`config.mk`:
```
export PLATFORM = sky130hd
export DESIGN_NAME = muldiv_hilo
export DESIGN_NICKNAME = d
export VERILOG_FILES = /design/src/rtl/muldiv_hilo.sv
export SDC_FILE = /design/constraint.sdc
export NUM_CORES = 1
export LEC_CHECK = 0
export CAP_MARGIN = 20
export CELL_PAD_IN_SITES_DETAIL_PLACEMENT = 0
export CELL_PAD_IN_SITES_GLOBAL_PLACEMENT = 1
export CORE_ASPECT_RATIO = 2
export CORE_MARGIN = 3
export CORE_UTILIZATION = 44
export DETAILED_ROUTE_END_ITERATION = 16
export MAX_ROUTING_LAYER = met4
export PLACE_DENSITY = 0.94
export SETUP_SLACK_MARGIN = 0.15
export SLEW_MARGIN = 10
export SYNTH_ARGS = -nofsm -noshare
export SYNTH_HDL_FRONTEND = slang
export SYNTH_SLANG_ARGS = --single-unit
```
`constraint.sdc`:
```
create_clock -name clk -period 7.4 [get_ports clk]
set_clock_uncertainty 0.2 [all_clocks]
set_input_delay 0.74 -clock clk [delete_from_list [all_inputs] [get_ports clk]]
set_output_delay 0.74 -clock clk [all_outputs]
set_load 0.02 [all_outputs]
```
`src/rtl/muldiv_hilo.sv`:
```
// Iterative multiply/divide unit holding the HI/LO registers.
// Radix-2 shift-add multiply and restoring divide, one bit per CALC cycle.
module muldiv_hilo #(
  parameter int unsigned width = 32
) (
  input  logic             clk,
  input  logic             rst,
  input  logic             start,
  input  logic [1:0]       op,
  input  logic [width-1:0] A,
  input  logic [width-1:0] B,
  input  logic             wrHi,
  input  logic             wrLo,
  input  logic [width-1:0] wrData,
  output logic [width-1:0] hi,
  output logic [width-1:0] lo,
  output logic             busy,
  output logic             done
);

  localparam int unsigned CW = $clog2(width) + 1;

  typedef enum logic [1:0] {IDLE, CALC, FINISH} state_t;

  state_t             state, next_state;
  logic [CW-1:0]      cnt;
  logic [width-1:0]   a_r;
  logic [width-1:0]   opnd;
  logic               is_div;
  logic               neg_res;
  logic               neg_rem;
  logic               b_zero;
  logic [2*width-1:0] acc;

  logic               sgn;
  logic [width-1:0]   mag_a, mag_b;
  logic [width:0]     msum;
  logic [width:0]     shifted;
  logic               ge;
  logic [width-1:0]   sub;
  logic [2*width-1:0] acc_step;
  logic [2*width-1:0] prod_f;
  logic [width-1:0]   quot_f, rem_f;

  assign busy = (state != IDLE);

  always_ff @(posedge clk or posedge rst) begin
    if (rst) state <= IDLE;
    else     state <= next_state;
  end

  always_comb begin
    next_state = state;
    case (state)
      IDLE:    if (start) next_state = CALC;
      CALC:    if (cnt == CW'(width - 1)) next_state = FINISH;
      FINISH:  next_state = IDLE;
      default: next_state = IDLE;
    endcase
  end

  always_comb begin
    sgn   = ~op[0];
    mag_a = (sgn && A[width-1]) ? -A : A;
    mag_b = (sgn && B[width-1]) ? -B : B;
  end

  // acc is {product high, multiplier} for mult, {remainder, quotient} for div
  always_comb begin
    msum     = '0;
    shifted  = '0;
    ge       = 1'b0;
    sub      = '0;
    acc_step = acc;
    if (is_div) begin
      shifted = {acc[2*width-1:width], acc[width-1]};
      ge      = (shifted >= {1'b0, opnd});
      sub     = shifted[width-1:0] - opnd;
      if (ge) acc_step = {sub, acc[width-2:0], 1'b1};
      else    acc_step = {shifted[width-1:0], acc[width-2:0], 1'b0};
    end else begin
      msum     = {1'b0, acc[2*width-1:width]} + (acc[0] ? {1'b0, opnd} : '0);
      acc_step = {msum, acc[width-1:1]};
    end
  end

  always_comb begin
    prod_f = neg_res ? -acc : acc;
    quot_f = neg_res ? -acc[width-1:0] : acc[width-1:0];
    rem_f  = neg_rem ? -acc[2*width-1:width] : acc[2*width-1:width];
  end

  always_ff @(posedge clk or posedge rst) begin
    if (rst) begin
      cnt     <= '0;
      a_r     <= '0;
      opnd    <= '0;
      is_div  <= 1'b0;
      neg_res <= 1'b0;
      neg_rem <= 1'b0;
      b_zero  <= 1'b0;
      acc     <= '0;
      hi      <= '0;
      lo      <= '0;
      done    <= 1'b0;
    end else begin
      done <= (state == FINISH);
      case (state)
        IDLE: begin
          if (start) begin
            cnt     <= '0;
            a_r     <= A;
            is_div  <= op[1];
            neg_res <= sgn & (A[width-1] ^ B[width-1]);
            neg_rem <= sgn & op[1] & A[width-1];
            b_zero  <= (B == '0);
            opnd    <= op[1] ? mag_b : mag_a;
            acc     <= op[1] ? {{width{1'b0}}, mag_a} : {{width{1'b0}}, mag_b};
          end else begin
            if (wrHi) hi <= wrData;
            if (wrLo) lo <= wrData;
          end
        end
        CALC: begin
          acc <= acc_step;
          cnt <= cnt + CW'(1);
        end
        FINISH: begin
          if (!is_div) begin
            {hi, lo} <= prod_f;
          end else if (b_zero) begin
            hi <= a_r;
            lo <= '1;
          end else begin
            hi <= rem_f;
            lo <= quot_f;
          end
        end
        default: ;
      endcase
    end
  end

endmodule

```
==> results.txt <==
* Critical Path Slowest Stage Cell: nor4_1
* Endpoint kind of the worst setup timing path: flip-flop
- Total number of clock tree sinks: 205
* Overall routing resource usage: 0.3284
* Transition time of the tightest slew-check pin: 1085 ps
- A synthesized cell averages 7.755 sq um.
- Dividing the detail-routed wire length by the instance count gives 24.47 microns.
- Buffers added to address setup during post-CTS repair amount to 0.
- Traced cell by cell, the critical path runs through ha_1 -> nand4_1 -> nor4_1 -> nand3_1 -> nor4_1 -> nor4_1 -> o21ai_4 -> buf_4 -> mux2_2 -> o221ai_1.
- The critical path is of the reg -> reg type.
- TritonCTS clock tree: built
* Critical path peak fanout: 26
- The routed layout has 17,070 vias.
* Diode insertion count for antenna repair: 0
- Highest achievable clock rate: 221.5 MHz
* Overflow left after global routing: 0
- RSZ-0062 raised after global routing: no
- The startpoint identified for the worst register-to-register timing path is acc[44]$_DFFE_PP0P_.
* Synthesized netlist net count: 2,345
- Final Core Density: 0.5165
* Synth-to-layout area growth: 15.15%
- First-pass iteration count of the detailed router: 5
- The later pin in the worst-skew pair is clocked with a latency of 540 ps.
* Quantity of gates resized following cts: 0
* Routed length on met2: 33.75 mm
- Top routing layer in use: met4
- The mapped netlist covers 0.01684 sq mm.
- Pin placement for this block handled 169 I/O pins.
- NumNets Final: 2,405
- Metal-1 WL: 23.07 mm
* Worst relative slew slack: 0.2701
- Internal reg-to-reg setup slack: 2880 ps
- In this run the worst setup path terminates at acc[32]$_DFFE_PP0P_.
- Proportion of synthesized flip-flops having asynchronous set or reset: 1.000
- Instance count after placement with tap cells included: 2,664
* Leading cell types in the layout, fill and taps excluded: 302 x nand2_1, 225 x o21ai_0, 204 x dfrtp_1, 167 x nor2_1, 167 x clkdlybuf4s50_1
* Number of buffers inserted by hold repair at cts: 0
- Worst path depth: 10
- Residual antenna-violating net count after detailed routing: 0
- On the worst path, the slowest cell contributes a delay of 810 ps.
- Synthesis inferred 205 register bits.
- Top Family by Delay on Critical Path: simple AND/OR/NAND/NOR gates
* Power Density: 422.6 mW/mm^2
* Adder-cell area share of the yosys netlist: 0.05366
* Clock transition at the registers of the reported paths: 70 ps
- Maxcap violations: 0
* Overall die width: 144.3 microns
- Dividing the final minimum period by the clock period gives 0.6102.
- Post-Synth Simple-Gate Area: 0.1908
- Type of the most critical hold path: reg -> reg
- No sink is reached through more buffers than the 3 on the longest clock path.
- Data arrival time of the worst path: 4760 ps
- Final hold analysis gives a worst-case slack of 275.5 ps.
- The hold violation count in the final report came to 0.
- The routed design has 66.16 mm of wire.
* Number of global-route vias before repair: 17,310
- Xor and xnor area share after synthesis: 0.08844
- Drc violations: 0
- Result of the run: complete, no violations
- Commonest register cell after synthesis: dfrtp_1
- The share of the synthesized area in compound gates (AO/OA/AOI/OAI) was 0.2615.
* Data required, critical path: 7640 ps
* Combinational family with the most area after synthesis: compound AO/OA/AOI/OAI gates
* Final number of setup-violating endpoints: 0
- At the end of routability-driven placement, the weighted congestion stood at 0.9921.
- The region available for standard cell placement spans 0.03754 sq mm.
- Chip height: 282.6 microns
* Worst setup startpoint: acc[44]$_DFFE_PP0P_
- The analysis attributes to cell leakage a power of 7.972 nW.
- The first routing iteration left 1,321 violations.
- Count of filler cells inserted in the layout: 3,635
- In the detailed route, the total length drawn on met3 is 3.118 mm.
- Of the cells placed in the final design, the portion with a size suffix greater than 1 is 0.03831.
- Post-detail-place hpwl: 51.18 mm
* VDD IR max: 0.1844 mV
* Commonest non-fill, non-tap cell in the layout: nand2_1
- Post-synth cell types: 69
* Critical path launch point type: flip-flop
- The number of pins with negative max-slew slack in the final report was 0.
* Seq/Total Area, Yosys: 0.3047
* Global-route wire length before repair: 100.3 mm
- Cts bufs inserted: 21
- Count of non-filler cells in the finished layout: 2,704
- The cell that appears most often on the critical path is nor4_1.
- Cell count after synthesis: 2,171
- Multiplexer share of the synthesized area: 0.04979
* Syn. warnings: 0
- The number of buffers and inverters on the critical path is 1.
- Setup total negative slack on the finished layout was measured at 0 ps.
- In the routed layout, each cell is associated on average with a via count of 6.314.
- Shortest clock period the worst path allows after layout: 4515 ps
- Power comes to 8.194 mW.
* Number of antenna violations at the first check in global routing: 0
- CTS built an H-tree with a depth of 1.
* Count of buffers from port buffering: 168
- Largest net degree at the start of global routing: 116
* Root buffer selected by CTS: clkbuf_16
- The initial utilization of the core area, before any placement, comes to 0.4485.
- For the worst flop-to-flop path, the logic depth is 10.
- In this run, synthesis inferred 0 flip-flops with an integrated enable.
* Endpoint of the lowest-slack register-to-register path: acc[32]$_DFFE_PP0P_
* Row cnt: 100
- Die area: 0.04079 sq mm
==> synth_stat cells, types with 27 or more instances <==
master	instances	area share
a211oi_1	50	0.022
a21oi_1	157	0.047
a22oi_1	32	0.014
clkbuf_1	132	0.029
dfrtp_1	205	0.30
ha_1	69	0.051
inv_1	70	0.016
mux2i_1	77	0.046
nand2_1	302	0.067
nand3_1	39	0.012
nor2_1	170	0.038
nor3_1	35	0.010
o211ai_1	44	0.020
o21ai_0	225	0.067
o22ai_1	40	0.015
o31ai_1	30	0.013
or3_1	27	0.010
xnor2_1	105	0.055
xor2_1	65	0.034
==> routing by layer <==
metal  global-route usage  vias up
met5                    -        -
met2               0.5698      717
li1                     -     7957
met4               0.2516        0
met3              0.02927      271
met1               0.3348     8129
==> worst min-delay path by stage <==
stage                                      to                 from  cells after the start
after floorplan           a_r[10]$_DFFE_PP0P_  a_r[10]$_DFFE_PP0P_                      2
after global placement     lo[16]$_DFFE_PP0P_   lo[16]$_DFFE_PP0P_                      2
after detailed placement    hi[7]$_DFFE_PP0P_    hi[7]$_DFFE_PP0P_                      2
after CTS                   hi[7]$_DFFE_PP0P_    hi[7]$_DFFE_PP0P_                      2
after global routing       hi[16]$_DFFE_PP0P_   hi[16]$_DFFE_PP0P_                      2
final                       hi[7]$_DFFE_PP0P_    hi[7]$_DFFE_PP0P_                      2
==> where the power goes <==
part / leakage [nW] / switching [mW] / internal, mW
Clock: 0.328 / 0.478 / 0.584
Combinational: 5.18 / 2.83 / 2.07
Sequential: 2.47 / 0.689 / 1.54
==> worst reg2reg max path, cell delays in order, from the launching register on <==
cell	delay (ps)
dfrtp_1	600
ha_1	520
nand4_1	240
nor4_1	810
nand3_1	150
nor4_1	490
nor4_1	170
o21ai_4	190
buf_4	490
mux2_2	420
o221ai_1	160
==> cells by family after synthesis <==
| kind of cell | Yosys count |
|---|---|
| flops | 205 |
| mux | 83 |
| xor+xnor | 170 |
| simple gates | 706 |
| buf+inv | 226 |
| compound gates | 710 |
| fa+ha+maj | 71 |
==> per-stage QoR <==
step                      worst slack [ps]  cell area (sq um)
after floorplan                      864.2              16840
after global placement                2517              18700
after detailed placement              2445              18700
after CTS                             2383              19350
after global routing                  2646              19390
final                                 2885              19390
==> state kept, by name, summed over array words and instances, names as in the netlist <==
name and count:
a_r 32, acc 64, b_zero 1, cnt 6
done 1, hi 32, is_div 1, lo 32
neg_rem 1, neg_res 1, opnd 32, state 2
==> layout make-up <==
cell class                      instances  area (sq um)  share of cell area
Multi-Input combinational cell       1740         10880              0.5614
Clock buffer                           32         626.9             0.03233
Clock inverter                          5         28.78            0.001484
Tap cell                              459         574.3             0.02962
Timing Repair Buffer                  192          1868             0.09635
Sequential cell                       205          5131              0.2647
Inverter                               71         274.0             0.01413
(Power assumes the default switching activity.)
